===== src/rtl/alu_seq_pkg.sv =====
// rtl/alu_seq_pkg.sv - funct3 codes and muldiv state encoding shared by the ALU files
package alu_seq_pkg;

  localparam logic [2:0] F3_ADD    = 3'd0;
  localparam logic [2:0] F3_SLL    = 3'd1;
  localparam logic [2:0] F3_SLT    = 3'd2;
  localparam logic [2:0] F3_SLTU   = 3'd3;
  localparam logic [2:0] F3_XOR    = 3'd4;
  localparam logic [2:0] F3_SR     = 3'd5;
  localparam logic [2:0] F3_OR     = 3'd6;
  localparam logic [2:0] F3_AND    = 3'd7;

  localparam logic [2:0] F3_MUL    = 3'd0;
  localparam logic [2:0] F3_MULH   = 3'd1;
  localparam logic [2:0] F3_MULHSU = 3'd2;
  localparam logic [2:0] F3_MULHU  = 3'd3;
  localparam logic [2:0] F3_DIV    = 3'd4;
  localparam logic [2:0] F3_DIVU   = 3'd5;
  localparam logic [2:0] F3_REM    = 3'd6;
  localparam logic [2:0] F3_REMU   = 3'd7;

  typedef enum logic [1:0] {
    ST_IDLE = 2'd0,
    ST_MUL  = 2'd1,
    ST_DIV  = 2'd2,
    ST_DONE = 2'd3
  } state_t;

  // DIV and REM are the signed divide variants (funct3[0] clear).
  function automatic logic div_signed(input logic [2:0] f3);
    return !f3[0];
  endfunction

endpackage


===== src/rtl/alu_muldiv.sv =====
// rtl/alu_muldiv.sv - iterative radix-2 multiply / restoring divide engine
module alu_muldiv
  import alu_seq_pkg::*;
#(
  parameter int XLEN = 32
) (
  input  logic            clk,
  input  logic            rst_n,
  input  logic            start,
  input  logic            flush,
  input  logic [2:0]      op,
  input  logic [XLEN-1:0] a,
  input  logic [XLEN-1:0] b,
  output logic            busy,
  output logic            done,
  output logic [XLEN-1:0] result
);

  localparam int CW = $clog2(XLEN);

  state_t              state;
  logic [CW-1:0]       cnt;
  logic [2:0]          op_q;
  logic                neg_q;
  logic                sa_q;
  logic                corner_q;
  logic [XLEN-1:0]     corner_val_q;
  logic [2*XLEN-1:0]   acc;
  logic [2*XLEN-1:0]   mcand;
  logic [XLEN-1:0]     lo;
  logic [XLEN-1:0]     rem;

  logic                sa;
  logic                sb;
  logic [XLEN-1:0]     mag_a;
  logic [XLEN-1:0]     mag_b;
  logic                div0;
  logic                ovf;
  logic [XLEN-1:0]     corner_val;
  logic                last;
  logic [XLEN:0]       r_shift;
  logic [XLEN+1:0]     diff;
  logic                borrow;
  logic [2*XLEN-1:0]   prod;
  logic [XLEN-1:0]     quo_fix;
  logic [XLEN-1:0]     rem_fix;

  always_comb begin
    sa = 1'b0;
    sb = 1'b0;
    if (op[2]) begin
      sa = a[XLEN-1] && div_signed(op);
      sb = b[XLEN-1] && div_signed(op);
    end else begin
      sa = a[XLEN-1] && (op == F3_MULH || op == F3_MULHSU);
      sb = b[XLEN-1] && (op == F3_MULH);
    end
    mag_a = sa ? -a : a;
    mag_b = sb ? -b : b;
    div0  = (b == '0);
    ovf   = div_signed(op) && (a == {1'b1, {(XLEN-1){1'b0}}}) && (b == '1);
    corner_val = '0;
    if (div0)
      corner_val = op[1] ? a : '1;
    else if (ovf)
      corner_val = op[1] ? '0 : a;
  end

  assign last    = (cnt == CW'(XLEN-1));
  assign r_shift = {rem, lo[XLEN-1]};
  assign diff    = {1'b0, r_shift} - {2'b00, mcand[XLEN-1:0]};
  assign borrow  = diff[XLEN+1];

  // Signs are restored only once the magnitude iteration has finished.
  assign prod    = neg_q ? -acc : acc;
  assign quo_fix = neg_q ? -lo : lo;
  assign rem_fix = sa_q ? -rem : rem;

  always_comb begin
    result = '0;
    if (op_q[2])
      result = corner_q ? corner_val_q : (op_q[1] ? rem_fix : quo_fix);
    else
      result = (op_q == F3_MUL) ? prod[XLEN-1:0] : prod[2*XLEN-1:XLEN];
  end

  assign busy = (state != ST_IDLE);
  assign done = (state == ST_DONE);

  always_ff @(posedge clk or negedge rst_n) begin
    if (!rst_n) begin
      state        <= ST_IDLE;
      cnt          <= '0;
      op_q         <= '0;
      neg_q        <= 1'b0;
      sa_q         <= 1'b0;
      corner_q     <= 1'b0;
      corner_val_q <= '0;
      acc          <= '0;
      mcand        <= '0;
      lo           <= '0;
      rem          <= '0;
    end else if (flush) begin
      state <= ST_IDLE;
    end else begin
      case (state)
        ST_IDLE: begin
          if (start) begin
            state        <= op[2] ? ST_DIV : ST_MUL;
            cnt          <= '0;
            op_q         <= op;
            neg_q        <= sa ^ sb;
            sa_q         <= sa;
            corner_q     <= op[2] && (div0 || ovf);
            corner_val_q <= corner_val;
            acc          <= '0;
            rem          <= '0;
            // mcand carries the multiplicand for MUL and the divisor for DIV.
            mcand        <= {{XLEN{1'b0}}, (op[2] ? mag_b : mag_a)};
            lo           <= op[2] ? mag_a : mag_b;
          end
        end
        ST_MUL: begin
          if (lo[0])
            acc <= acc + mcand;
          mcand <= mcand << 1;
          lo    <= lo >> 1;
          cnt   <= cnt + 1'b1;
          if (last)
            state <= ST_DONE;
        end
        ST_DIV: begin
          rem   <= borrow ? r_shift[XLEN-1:0] : diff[XLEN-1:0];
          lo    <= {lo[XLEN-2:0], !borrow};
          cnt   <= cnt + 1'b1;
          if (last)
            state <= ST_DONE;
        end
        ST_DONE: begin
          state <= ST_IDLE;
        end
        default: state <= ST_IDLE;
      endcase
    end
  end

endmodule


===== src/rtl/alu_seq.sv =====
// rtl/alu_seq.sv - execute-stage ALU with handshake, 1-cycle base ops and iterative M ops
module alu_seq
  import alu_seq_pkg::*;
#(
  parameter int XLEN   = 32,
  parameter bit MULDIV = 1'b1,
  parameter int SHW    = $clog2(XLEN)
) (
  input  logic            clk,
  input  logic            rst_n,
  input  logic            in_valid,
  output logic            in_ready,
  input  logic [XLEN-1:0] in_a,
  input  logic [XLEN-1:0] in_b,
  input  logic [2:0]      funct3,
  input  logic            funct7_4,
  input  logic            funct7_0,
  input  logic            alu_en,
  input  logic            alu_imm,
  input  logic            flush,
  output logic            out_valid,
  input  logic            out_ready,
  output logic [XLEN-1:0] alu_out,
  output logic            busy
);

  logic            is_m;
  logic            alt;
  logic            accept;
  logic [2:0]      op;
  logic [SHW-1:0]  shamt;
  logic [XLEN-1:0] base_res;
  logic            md_busy;
  logic            md_done;
  logic [XLEN-1:0] md_result;

  assign is_m  = MULDIV && funct7_0 && !alu_imm && alu_en;
  assign op    = alu_en ? funct3 : F3_ADD;
  // In immediate form instr[30] only matters for SRAI.
  assign alt   = alu_en && funct7_4 && (!alu_imm || funct3 == F3_SR);
  assign shamt = in_b[SHW-1:0];

  assign in_ready = !md_busy && (!out_valid || out_ready);
  assign accept   = in_valid && in_ready && !flush;
  assign busy     = md_busy;

  always_comb begin
    base_res = '0;
    case (op)
      F3_ADD:  base_res = alt ? (in_a - in_b) : (in_a + in_b);
      F3_SLL:  base_res = in_a << shamt;
      F3_SLT:  base_res = {{(XLEN-1){1'b0}}, ($signed(in_a) < $signed(in_b))};
      F3_SLTU: base_res = {{(XLEN-1){1'b0}}, (in_a < in_b)};
      F3_XOR:  base_res = in_a ^ in_b;
      F3_SR:   base_res = alt ? XLEN'($signed(in_a) >>> shamt) : (in_a >> shamt);
      F3_OR:   base_res = in_a | in_b;
      F3_AND:  base_res = in_a & in_b;
      default: base_res = '0;
    endcase
  end

  alu_muldiv #(
    .XLEN (XLEN)
  ) u_muldiv (
    .clk    (clk),
    .rst_n  (rst_n),
    .start  (accept && is_m),
    .flush  (flush),
    .op     (funct3),
    .a      (in_a),
    .b      (in_b),
    .busy   (md_busy),
    .done   (md_done),
    .result (md_result)
  );

  // The engine only starts when no result is pending, so DONE never collides
  // with a held output.
  always_ff @(posedge clk or negedge rst_n) begin
    if (!rst_n) begin
      out_valid <= 1'b0;
      alu_out   <= '0;
    end else if (flush) begin
      out_valid <= 1'b0;
    end else if (md_done) begin
      out_valid <= 1'b1;
      alu_out   <= md_result;
    end else begin
      if (out_valid && out_ready)
        out_valid <= 1'b0;
      if (accept && !is_m) begin
        out_valid <= 1'b1;
        alu_out   <= base_res;
      end
    end
  end

endmodule

===== config.mk =====
export PLATFORM = sky130hd
export DESIGN_NAME = alu_seq
export DESIGN_NICKNAME = d
export VERILOG_FILES = /design/src/rtl/alu_seq_pkg.sv /design/src/rtl/alu_muldiv.sv /design/src/rtl/alu_seq.sv
export SDC_FILE = /design/constraint.sdc
export NUM_CORES = 2
export LEC_CHECK = 0
export ABC_AREA = 1
export CELL_PAD_IN_SITES_DETAIL_PLACEMENT = 1
export CELL_PAD_IN_SITES_GLOBAL_PLACEMENT = 1
export CORE_MARGIN = 4
export CORE_UTILIZATION = 45
export CTS_CLUSTER_DIAMETER = 40
export DETAILED_ROUTE_END_ITERATION = 6
export GPL_TIMING_DRIVEN = 0
export PLACE_DENSITY = 0.9
export RECOVER_POWER = 50
export REMOVE_ABC_BUFFERS = 1
export SLEW_MARGIN = 20
export SYNTH_ARGS = -nofsm -noshare
export SYNTH_HDL_FRONTEND = slang
export SYNTH_SLANG_ARGS = --single-unit

===== constraint.sdc =====
create_clock -name clk -period 3.2 [get_ports clk]
set_input_delay 0.32 -clock clk [delete_from_list [all_inputs] [get_ports clk]]
set_output_delay 0.32 -clock clk [all_outputs]
set_load 0.01 [all_outputs]

; After elaboration in Yosys (flattened, before gate mapping)
; Index checks and enable logic that the tools add are counted.
[totals]
reg_bits = 270
latchBits = 0
ram_bits = 0
rom_bits = 0
out_inout_bits = 35
memories = 0
[op_classes]
n_addsub = 10
mul = 0
div = 0
magnitude_cmp = 2
n_eq_ne = 20
n_shift = 3
mux = 44
bitwise_logic = 5
reduce_logical = 48
[op_table]
columns = operator, n
row1 = $mux 32, 21
row2 = $mux 64, 4
row3 = $pmux 32 s8, 1
row4 = $pmux 64 s2, 2
row5 = $neg 32->32, 4
row6 = $pmux 32 s3, 1
row7 = $add 64x64->64, 1
row8 = $eq 32x32->1 const B, 2
row9 = $lt 32x32->1, 2
row10 = $neg 64->64, 1
row11 = $pmux 32 s2, 1
row12 = $sub 33x32->34, 1
row13 = $add 32x32->32, 1
row14 = $and 32x32->32, 1
row15 = $logic_not 32->1, 1
row16 = $or 32x32->32, 1
row17 = $shl 32x5->32, 1
row18 = $shr 32x5->32, 1
row19 = $sshr 32x5->32, 1
row20 = $sub 32x32->32, 1
row21 = $xor 32x32->32, 1
row22 = $logic_and 1x1->1, 17
row23 = $eq 3x3->1 const B, 5
row24 = $reduce_and 3->1, 5
row25 = 27 further kinds, 55

; Depth between registers and ports, before layout
[depth]
ltp_word = 9
mapped_depth = 22

; Hierarchy
; Synthesis repeated with hierarchy kept, for this count alone.
[unflattened]
cells_unflattened = 6823
area_unflattened_um2 = 37314.5
[by_module_without_submodules]
columns = mod, n_inst, cells_per_inst, area_per_inst_um2, seq_area_each_um2
row1 = alu_muldiv, 1, 4609, 26250.2, 5930.7
row2 = alu_seq, 1, 2214, 11064.4, 825.8

; Least setup slack after synthesis
; OpenSTA, ideal clock, no wires.
[synth_timing]
kind = input -> register
from = input in_b[4]
to = register alu_out[6]
setup_ns = 0.117
arrival_ns = 2.539
required_time_ns = 3.083
setup_slack_ns = 0.545
path_stages = 17
cell_sequence = buf_2 clkinv_1 clkbuf_1 ha_1 clkbuf_1 nand2_1 nor2_1 nand2_1 nand3_1 o21ai_0 or2_2 nand3_1 nand4_1 nand2_1 inv_1 nand2_1 nand2_1
[synth_via]
elab_chain_cells = 5
[synth_lines]
columns = element, line
row1 = "start, declared", alu_seq.sv:14  ; input logic [XLEN-1:0] in_b,
row2 = $add 32x32->32 (tied with other cells), alu_seq.sv:50  ; F3_ADD: base_res = alt ? (in_a - in_b) : (in_a + in_b);
row3 = "$mux 32, on equally long branches", "alu_seq.sv:50, alu_seq.sv:55"
row4 = $pmux 32 s8 (*), alu_seq.sv:49  ; case (op)
row5 = $mux 32 (*), alu_seq.sv:91  ; if (accept && !is_m) begin
row6 = $mux 32 (*), alu_seq.sv:85  ; end else if (md_done) begin
row7 = "end signal, assigned", alu_seq.sv:87  ; alu_out <= md_result;
row8 = "end signal, assigned", alu_seq.sv:93  ; alu_out <= base_res;
row9 = "end, declared", alu_seq.sv:23  ; output logic [XLEN-1:0] alu_out,
; Every way passes the cells marked *; elsewhere a longest branch is shown, timed or not. The select of a mux whose other input is x is not followed.
; A chain may end at the register's enable or synchronous reset.

; Final worst setup path
[layout_timing]
from = register u_muldiv.acc[1]
to = register alu_out[2]
[layout_via]
elab_chain_cells = 5
[layout_lines]
columns = element, line
row1 = "start, declared", alu_muldiv.sv:28  ; logic [2*XLEN-1:0] acc;
row2 = "start signal, assigned", alu_muldiv.sv:125  ; acc <= acc + mcand;
row3 = $neg 64->64, alu_muldiv.sv:75  ; assign prod = neg_q ? -acc : acc;
row4 = $mux 64, alu_muldiv.sv:75
row5 = $mux 32, alu_muldiv.sv:84  ; result = (op_q == F3_MUL) ? prod[XLEN-1:0] : prod[2*XLEN-1:XLEN];
row6 = $mux 32, alu_muldiv.sv:81  ; if (op_q[2])
row7 = $mux 32, alu_seq.sv:85
; Every way passes these cells.

==> flow_summary.toml <==
[route]
wl_per_cell_um = 29.3
routed-via-count = 47700
vias_per_cell = 6.61
drt_first_iter_violations = 5984
drt_wl_total_um = 211000
drc_errors = 18
dr.pass1.iters = 7
ant_nets = 0

[critical_path]
critPathMaxFanout = 11
cp-end-kind = "flop"
slowest_delay_ns = 0.52
path_cells = "inv_1, ha_1, nand3_2, inv_2, nand2_1, nor2_4, nand4_1, nand2_2, nand2_1, a21oi_1, o211ai_1, nand3_2, nand2_1"
startpoint_type = "flop"
crit_top_cell = "nand2_1"
reg2reg_depth = 13
worstPathArrival_ns = 3.80
critPathKind = "reg2reg"
slowest_stage = "a21oi_1"
required_ns = 3.65

[min_path]
hold_class = "in2async"

[cells_and_area]
final_util_pct = 50.9
areaGrowthSynthToFinish_pct = 12.0
drive_gt1_share_pct = 4.97
stdcell_count = 7222
nets = 6430

[timing]
period_needed_ns = 3.35
timing_max_transition_violations_final = 62
fin_ws_ns = -0.147
finalSetupViolCount = 35
hold_violations = 0
slew_headroom_pct = -6.87
tightest_slew_ns = 1.60
skew_ns = 0.0332
post-route-period-util_pct = 105
fmax_mhz = 299
holdWs_ns = 0.244

[floorplanning]
die_x_um = 288
die-area_um2 = 82900
core-area_um2 = 77600
ios = 111
die_h_um = 288
row_count = 102
start_util_pct = 45.5

[clock_tree]
cts_max_path_buffers = 3
root_buffer = "clkbuf_16"
clk_pin_slew_ns = 0.08
cts-htree-levels = 2
clk_latency_ns = 0.61
cts_tree = "built"
cts_buffers = 43
cts.sinks = 270

[synthesis]
synth.area.top_cells = "dfrtp_1 19%, nand2_1 19%, nand3_1 10%"
async_flop_share_pct = 100
yosys-top-cells-count = "1747 x nand2_1, 727 x nand3_1, 694 x inv_1, 694 x nor2_1, 443 x o21ai_0"
avgSynthCellArea_um2 = 5.71
yosys.area.top_type_share_pct = 19.2
synth_area_um2 = 35300
ys_ff_latch = 270
ys.flop_type = "dfrtp_1"
ys_types = 59
post-synth-top-count-cell = "nand2_1"
syn_inst = 6177
yosysTopAreaCell = "dfrtp_1"
ys_warn_count = 0
synth-edff-count = 0
ys_seq_area_share_pct = 19.2

[power]
swShare_pct = 56.1
clock_power_share_pct = 19.2
vdd_ir_drop_max_mv = 0.403
p_sw_w = 0.0145
power_density_nw_per_um2 = 652
power.total_w = 0.0258
pwr-share-seq_pct = 22.2
p_int_w = 0.0113
p_leak_nw = 19.1
combPwrFrac_pct = 58.6

[global_route]
first_global_vias = 46800
grt_pass1_wl_um = 299000
gr-total-overflow = 0
grt_max_degree = 96
antenna_found_initial = 10
grt_usage_pct = 47.7

[run_status]
status = "finished with violations"
violations = "design-rule violations, max-capacitance violations, max-slew violations, negative setup slack"

[placed_design]
dp.final_hpwl_um = 158000
port_buffers = 110
dp_cells = 7097
place.gp.congestion = 1.05

[job]
maxCapViolations = 1
-- worst max-delay path, delay by kind of cell (launching register included) --
family	cells	cell delay, ns
AOI/OAI and AO/OA	2	0.75
adders and majority gates	1	0.29
buffers and inverters	2	0.36
DFF	1	0.44
and+or+nand+nor	8	1.36
-- final cells by class --
class	count	area, µm²
multi-input combinational	4944	25300
tap	1040	1300
timing repair buffer	171	1870
antenna	4	10.0
sequential	270	6770
timing repair inverter	2	10.0
clock buffer	51	1160
inverter	714	2800
clock inverter	26	288
fill	11000	38100
-- worst paths after layout --
| check | startpoint | to | slack (ns) |
|---|---|---|---|
| worst max-delay path | u_muldiv.acc[1] | alu_out[2] | -0.15 |
| worst min-delay path | rst_n | u_muldiv.rem[5] | 0.24 |
| worst max register to register | u_muldiv.acc[1] | alu_out[2] | -0.15 |
| worst min register to register | alu_out[9] | alu_out[9] | 0.48 |
| max in group asynchronous | rst_n | u_muldiv.mcand[56] | 0.50 |
| min in group clk | funct3[0] | u_muldiv.op_q[0] | 0.31 |
-- stage by stage --
step | instance area [µm²] | TNS (ns) | setup WS [ns]
6_report | 39500 | -1.40 | -0.147
3_3_place_gp | 36600 | -3733.76 | -10.29
5_1_grt | 39500 | -4.07 | -0.884
2_1_floorplan | 34200 | -139.07 | -1.37
3_5_place_dp | 37200 | -369.74 | -2.26
4_1_cts | 39100 | 0 | 0.00255
-- cell families (layout without fill, tap and decap cells) --
| logic type | after synthesis | after routing | share of synthesized area (%) |
|---|---|---|---|
| AOI/OAI and AO/OA | 1235 | 1235 | 20.0 |
| adders and majority gates | 208 | 208 | 7.46 |
| buffers and inverters | 968 | 964 | 10.5 |
| DFF | 270 | 270 | 19.2 |
| xor gates and xnor gates | 93 | 93 | 2.31 |
| other | 0 | 4 | 0 |
| and+or+nand+nor | 3403 | 3408 | 40.5 |
-- sequential cells by signal, indices dropped and copies added (netlist names) --
name	cells
u_muldiv.state	2
u_muldiv.corner_val_q	32
u_muldiv.acc	64
u_muldiv.corner_q	1
alu_out	32
u_muldiv.op_q	3
u_muldiv.neg_q	1
out_valid	1
u_muldiv.mcand	64
u_muldiv.sa_q	1
u_muldiv.cnt	5
u_muldiv.rem	32
u_muldiv.lo	32
-- power by group through the flow --
stage	sequential (W)	clock, W	combinational (W)
floorplan	0.00513	0	0.00820
global placement	0.00558	0	0.0126
detailed placement	0.00555	0	0.0133
CTS	0.00552	0.00488	0.0137
global route	0.00571	0.00503	0.0159
finish	0.00571	0.00495	0.0151
-- layer usage --
layer | vias up | track usage [%] | share of wire, %
li1 | 20400 | - | -
met1 | 22800 | 55.8 | 35
met4 | 12 | 38.4 | 11
met5 | - | 0 | 0.046
met3 | 1169 | 10.4 | 11
met2 | 3270 | 75.2 | 43
-- layout by cell type, fill, tap and decap left out, types with 57 or more instances in the layout --
cell,count
a21oi_1,406
nand2_1,1742
o21ai_0,428
nand4_1,75
inv_1,674
nor2_1,682
o22ai_1,75
dfrtp_1,265
nor3_1,57
ha_1,190
o211ai_1,103
nand3_1,718
xor2_1,76
-- repair_timing --
action | CTS | global route
resized for setup | 118 | 108
pin swaps | 5 | 12
setup buffers | 15 | 21
hold endpoints to repair | 41 | 0
setup endpoints to repair | 263 | 170
hold buffers | 1 | 0
gates cloned | 6 | 1
Power figures use the tool's default switching activity.
